--- config.mk ---
export PLATFORM = sky130hd
export DESIGN_NAME = shift_sequencer
export DESIGN_NICKNAME = d
export VERILOG_FILES = /design/src/rtl/shift_sequencer.sv
export SDC_FILE = /design/constraint.sdc
export NUM_CORES = 1
export LEC_CHECK = 0
export CAP_MARGIN = 20
export CORE_MARGIN = 1.5
export CORE_UTILIZATION = 55
export CTS_CLUSTER_DIAMETER = 40
export CTS_CLUSTER_SIZE = 40
export DETAILED_ROUTE_END_ITERATION = 10
export PLACE_DENSITY = 0.95
export SLEW_MARGIN = 20
export SYNTH_ARGS = -nofsm -noshare
export SYNTH_HDL_FRONTEND = slang
export SYNTH_SLANG_ARGS = --single-unit
--- constraint.sdc ---
create_clock -name clk -period 2.4 [get_ports clk]
set_clock_uncertainty 0.05 [all_clocks]
set_input_delay 0.48 -clock clk [delete_from_list [all_inputs] [get_ports clk]]
set_output_delay 0.48 -clock clk [all_outputs]
set_load 0.1 [all_outputs]
--- src/rtl/shift_sequencer.sv ---
// shift_sequencer: paces a parallel word out over a serial shift-register
// control interface (shift-enable / direction / serial-in), one bit per SHIFT
// cycle with DIV idle cycles between shifts, then pulses done.
// Optional receive capture of the shift register's outgoing bit is enabled
// by defining SHIFT_SEQUENCER_RX_CAPTURE_EN.
module shift_sequencer #(
  parameter int WIDTH = 8,
  parameter int CNT_W = 4,
  parameter int DIV_W = 4
) (
  input  logic             clk,
  input  logic             reset,
  input  logic             cmd_valid,
  output logic             cmd_ready,
  input  logic [WIDTH-1:0] cmd_data,
  input  logic [CNT_W-1:0] cmd_len,
  input  logic             cmd_dir,
  input  logic [DIV_W-1:0] cmd_div,
  input  logic             abort,
  output logic             sr_shift_en,
  output logic             sr_dir,
  output logic             sr_serial_in,
  output logic             busy,
  output logic             done,
`ifdef SHIFT_SEQUENCER_RX_CAPTURE_EN
  input  logic             sr_serial_out,
  output logic [WIDTH-1:0] rx_data,
`endif
  output logic [CNT_W-1:0] bit_cnt
);

  localparam logic [1:0] S_IDLE  = 2'd0;
  localparam logic [1:0] S_SHIFT = 2'd1;
  localparam logic [1:0] S_WAIT  = 2'd2;
  localparam logic [1:0] S_DONE  = 2'd3;

  localparam logic [CNT_W-1:0] WIDTH_C = CNT_W'(WIDTH);

  logic [1:0]       state;
  logic [WIDTH-1:0] hold;
  logic [CNT_W-1:0] len_q;
  logic             dir_q;
  logic [DIV_W-1:0] div_q;
  logic [DIV_W-1:0] wcnt;
  logic [CNT_W-1:0] cnt_q;
  logic             last_bit;
  logic [CNT_W-1:0] eff_len;
  logic             cur_bit;
  logic [CNT_W-1:0] cnt_inc;

  // A zero or oversize length means a full word.
  always_comb begin
    eff_len = cmd_len;
    if (cmd_len == '0 || cmd_len > WIDTH_C) eff_len = WIDTH_C;
  end

  assign cur_bit = dir_q ? hold[WIDTH-1] : hold[0];
  assign cnt_inc = cnt_q + CNT_W'(1);

  // Outputs decoded purely from registered state and datapath flops.
  always_comb begin
    cmd_ready    = (state == S_IDLE);
    busy         = (state != S_IDLE);
    done         = (state == S_DONE);
    sr_shift_en  = (state == S_SHIFT);
    sr_dir       = (state != S_IDLE) ? dir_q : 1'b0;
    sr_serial_in = 1'b0;
    if (state == S_SHIFT)     sr_serial_in = cur_bit;
    else if (state != S_IDLE) sr_serial_in = last_bit;
    bit_cnt      = cnt_q;
  end

`ifdef SHIFT_SEQUENCER_RX_CAPTURE_EN
  logic [WIDTH-1:0] rx_q;
  assign rx_data = rx_q;

  // Receive capture: shift the returned bit in the same direction as the send.
  always_ff @(posedge clk) begin
    if (!reset) begin
      rx_q <= '0;
    end else if (state == S_IDLE && cmd_valid) begin
      rx_q <= '0;
    end else if (state == S_SHIFT) begin
      if (dir_q) rx_q <= {rx_q[WIDTH-2:0], sr_serial_out};
      else       rx_q <= {sr_serial_out, rx_q[WIDTH-1:1]};
    end
  end
`endif

  // Sequencer FSM and send datapath; abort and reset both land in IDLE.
  always_ff @(posedge clk) begin
    if (!reset) begin
      state    <= S_IDLE;
      hold     <= '0;
      len_q    <= '0;
      dir_q    <= 1'b0;
      div_q    <= '0;
      wcnt     <= '0;
      cnt_q    <= '0;
      last_bit <= 1'b0;
    end else begin
      case (state)
        S_IDLE: begin
          if (cmd_valid) begin
            hold     <= cmd_data;
            len_q    <= eff_len;
            dir_q    <= cmd_dir;
            div_q    <= cmd_div;
            cnt_q    <= '0;
            last_bit <= 1'b0;
            state    <= S_SHIFT;
          end
        end
        S_SHIFT: begin
          // The shift presented this cycle happens even when aborting.
          if (dir_q) hold <= {hold[WIDTH-2:0], 1'b0};
          else       hold <= {1'b0, hold[WIDTH-1:1]};
          last_bit <= cur_bit;
          if (abort) begin
            cnt_q <= '0;
            state <= S_IDLE;
          end else begin
            cnt_q <= cnt_inc;
            if (cnt_inc == len_q) begin
              state <= S_DONE;
            end else if (div_q == '0) begin
              state <= S_SHIFT;
            end else begin
              wcnt  <= div_q - DIV_W'(1);
              state <= S_WAIT;
            end
          end
        end
        S_WAIT: begin
          if (abort) begin
            cnt_q <= '0;
            state <= S_IDLE;
          end else if (wcnt == '0) begin
            state <= S_SHIFT;
          end else begin
            wcnt <= wcnt - DIV_W'(1);
          end
        end
        default: begin
          // DONE: bit_cnt held through this cycle, cleared entering IDLE.
          cnt_q <= '0;
          state <= S_IDLE;
        end
      endcase
    end
  end

endmodule

Word level (Yosys, flattened, before mapping):

Index checks and enable logic that the tools add are counted.
Widths: inputs -> output; s select.

* register bits: 28
* word-level logic and storage cells: 64
* input bits: 21
* output and inout port bits: 10

* eq/ne operators: 12
* add/sub/neg operators: 3
* magnitude comparators: 1
* muxes and demuxes: 27
* reduce and logical (&&, ||, !) cells: 13

Operator list (count)
* $mux 4: 9
* $mux 8: 2
* $pmux 8 s2: 1
* $ne 2x2->1 const B: 7
* $logic_not 4->1: 3
* $mux 2: 6
* $pmux 4 s3: 1
* $pmux 4 s2: 1
* $reduce_and 2->1: 4
* $sub 4x1->4 const B: 2
* $pmux 2 s3: 1
* $reduce_and 6->1: 1
* $reduce_bool 2->1: 3
* $mux 1: 5
* $add 4x1->4 const B: 1
* $eq 2x2->1 const B: 2
* $eq 4x4->1: 1
* $gt 4x4->1 const B: 1
* $ne 3x3->1 const B: 1
* $eq 2x1->1 const B: 1
* $logic_not 2->1: 1
* $pmux 1 s2: 1
* $logic_or 1x1->1: 1

Logic depth before layout (Yosys ltp):

* depth in word-level cells: 5
* mapped depth: 8
* mapped depth without buffers: 6

Worst setup path before layout:

No wires, ideal clock.

* path type: reg-to-output
* from: reg dir_q
* to: out sr_dir
* data required time: 1.870 ns
* arrival time: 2.111 ns
* buffers on the path: 1
* slack: -0.241 ns
* stages on the path, launching flop included: 3
* cell sequence: dfxtp_1 > clkbuf_1 > nor2b_1

* word-level cells in the longest chain between the ends: 1

RTL lines
* start: declaration: RTL line 42 `logic dir_q;`
* start signal: assignment: RTL line 107 `dir_q <= cmd_dir;`
* $mux 1: RTL line 66 `sr_dir = (state != S_IDLE) ? dir_q : 1'b0;`
* end: declaration: RTL line 21 `output logic sr_dir,`

Every way passes these cells.

Worst setup path after layout:

* from: reg state[0]
* to: out sr_serial_in

* word-level cells in the longest chain between the ends: 3
* elaborated cells on any way between the ends: 4
* those cells by class: eq/ne: 1; mux: 2; reduce/logical: 1

RTL lines
* start: declaration: RTL line 39 `logic [1:0] state;`
* start signal: assignment: RTL line 93 `state <= S_IDLE;`
* start signal: assignment: RTL line 111 `state <= S_SHIFT;`
* start signal: assignment: RTL line 121 `state <= S_IDLE;`
* $reduce_bool 2->1: RTL line 69 `else if (state != S_IDLE) sr_serial_in = last_bit;`
* $mux 1: RTL line 69
* $mux 1 (*): RTL line 68 `if (state == S_SHIFT) sr_serial_in = cur_bit;`
* end: declaration: RTL line 22 `output logic sr_serial_in,`

Every way passes the cells marked *; elsewhere a longest branch is shown, timed or not.

==> flow_summary.json <==
{
  "synth_warnings": 0,
  "root_buffer": "clkbuf_4",
  "hold_depth": 2,
  "netlist_instances": 190,
  "rr_endpoint": "wcnt[2]",
  "ys_types": 39,
  "place_inst": 245,
  "initial_core_util_pct": 57.7,
  "final_common_cell": "nand2_1",
  "slowest_stage": "dfxtp_1",
  "syn_area_per_cell_um2": 8.37,
  "place_area_um2": 1920,
  "gp_congestion": 0.837,
  "timing.slew.headroom_pct": 70.8,
  "drt_first_pass_iters": 4,
  "grt_max_degree": 21,
  "overflow": 0,
  "reg2reg_depth": 6,
  "finalInstanceArea_um2": 1960,
  "cts_resized": 0,
  "synthTopCellsByArea": "dfxtp_1, mux2i_1, nand2_1",
  "io_buffers": 30,
  "drv_cap": 0,
  "drtIter0Drc": 58,
  "synthFlopType": "dfxtp_1",
  "whs_ps": 433,
  "synth_edf_count": 0,
  "worstSetupPathType": "flip-flop to primary output",
  "reg2reg_slack_ps": 520,
  "drive_gt1_share_pct": 15.6,
  "finalNonFillerCells": 249,
  "postSynth.asyncResetShare_pct": 0,
  "cts_htree_levels": 1,
  "vdd_drop_max_v": 0.000507,
  "totalWireLength_mm": 3.37,
  "worstHoldPathType": "flip-flop to flip-flop",
  "syn-cell-area_um2": 1590,
  "setup_tns_ps": 0,
  "antenna_found_initial": 0,
  "dieArea_um2": 3220,
  "finalHoldViolCount": 0,
  "status": "finished clean",
  "fp.dieW_um": 56.8,
  "pre_cts_slack_ps": 492,
  "area_growth_pct": 23.1,
  "io_pins": 31,
  "rsz0062_at_grt": "no",
  "nNetsFinal": 242,
  "grt_pass1_vias": 1320,
  "clockBufferDepth": 2,
  "critPathCaptureType": "primary output",
  "leakage_nw": 0.838,
  "cts_hold_buf": 0,
  "min_period_ps": 2190,
  "finalSetupViolCount": 0,
  "finalCritPeriodShare_pct": 91.2,
  "grt_pass1_wl_mm": 6.06,
  "synth_nets": 213,
  "layout_common_cells": "nand2_1, dfxtp_1, clkdlybuf4s50_1, mux2i_1",
  "diodes": 0,
  "r2r-start": "bit_cnt[0]",
  "min-delay-start": "len_q[0]",
  "drt-vias-per-instance": 5.66,
  "coreArea_um2": 2760,
  "grt_use_total_pct": 23.7,
  "path_max_fanout": 8,
  "clock-sinks": 28,
  "postCtsSetupRepairBufs": 0,
  "cp-start-kind": "flip-flop",
  "wl_per_cell_um": 13.6,
  "cts.clk_slew.worst_paths_ps": 140,
  "dp_hpwl_mm": 2.51,
  "fill_cells": 212,
  "synth_seq_area_share_pct": 35.2,
  "max_stage_delay_ps": 540,
  "cts_tree": "done",
  "whs_endpoint": "len_q[0]",
  "drc_errors": 0,
  "synth.top_cell.area_share_pct": 35.2,
  "cp_data_required_time_ps": 1870,
  "fin_ws_ps": 211,
  "die_h_um": 56.8,
  "path_cells": "nand2b_1 -> nor2_1 -> a21o_1 -> buf_12",
  "max_freq_ghz": 0.457,
  "tightest_slew_ps": 437,
  "synth_seq_cells": 28,
  "rows": 19,
  "cts_made_buffers": 3,
  "ant_nets": 0,
  "p_per_area_nw_per_um2": 554,
  "clock_latency_ps": 330,
  "crit_arrival_ps": 1660,
  "synth_top_area_cell": "dfxtp_1",
  "final-max-slew-violation-count": 0,
  "vias": 1409
}
==> report_power, final <==
| part | switching (mW) | leakage [nW] | internal, mW |
|---|---|---|---|
| registers | 0.0321 | 0.229 | 0.496 |
| clock network | 0.139 | 0.0210 | 0.0931 |
| logic | 0.186 | 0.588 | 0.138 |
| total | 0.357 | 0.838 | 0.727 |
==> flip-flops by register name (all words and copies together), names as in the netlist <==
register and count:
last_bit 1, wcnt 4, state 2, hold 8
bit_cnt 4, dir_q 1, len_q 4, div_q 4
==> per-layer routing <==
layer | wire length [um] | GRT usage (%) | up-vias
met5 | 0 | 0 | -
met4 | 57 | 9.30 | 0
met3 | 142 | 3.23 | 6
met2 | 1510 | 36.0 | 41
met1 | 1660 | 33.8 | 646
li1 | - | - | 716
==> worst max-delay path by stage <==
| stage | start | to | slack (ps) | depth (start not counted) |
|---|---|---|---|---|
| after CTS | state[0] | sr_serial_in | 200 | 4 |
| after global routing | state[0] | sr_serial_in | 70 | 4 |
| after floorplan | bit_cnt[0] | wcnt[0] | 20 | 6 |
| after global placement | abort | bit_cnt[2] | 520 | 5 |
| final | state[0] | sr_serial_in | 210 | 4 |
| after detailed placement | abort | bit_cnt[2] | 490 | 5 |
==> logic make-up after synthesis <==
| group | Yosys count | synth area share, % |
|---|---|---|
| AOI/OAI and AO/OA | 30 | 14.4 |
| xor gates and xnor gates | 7 | 3.86 |
| adders and majority gates | 2 | 1.57 |
| buffers and inverters | 15 | 5.74 |
| DFF | 28 | 35.2 |
| muxes | 15 | 9.44 |
| and+or+nand+nor | 93 | 29.7 |
==> Yosys cell counts (3+ instances only) <==
cell type	number
nor2_1	4
a21oi_1	3
buf_2	6
a31oi_1	3
nand2_1	40
nor3_1	4
xnor2_1	5
dfxtp_1	28
a21boi_1	10
nand3_1	13
and3_1	6
nand2_2	3
mux2i_1	15
nand2b_1	3
clkbuf_1	4
o21ai_1	4
nor2b_1	6
nand3b_1	3
and2_1	3
==> stage by stage <==
| step | total power [mW] | util, % |
|---|---|---|
| CTS | 1.09 | 71.0 |
| finish | 1.08 | 71.0 |
| detailed placement | 0.859 | 69.7 |
| global route | 1.14 | 71.0 |
| floorplan | 0.767 | - |
| global placement | 0.851 | 69.7 |
==> critical path, delay by kind of cell (launching register included) <==
kind / cells / cell delay [ps]
compound gates: 1 / 150
simple gates: 2 / 440
buf+inv: 1 / 180
flops: 1 / 540
==> final cells by class <==
cell class / count / area (um2) / share of cell area (%)
Clock buffer: 4 / 36.3 / 1.85
Inverter: 3 / 23.8 / 1.21
Multi-Input combinational cell: 147 / 941 / 48.1
Tap cell: 31 / 38.8 / 1.98
Sequential cell: 28 / 561 / 28.6
Timing Repair Buffer: 36 / 358 / 18.3
Note: power is estimated with default switching activity, not from simulation.
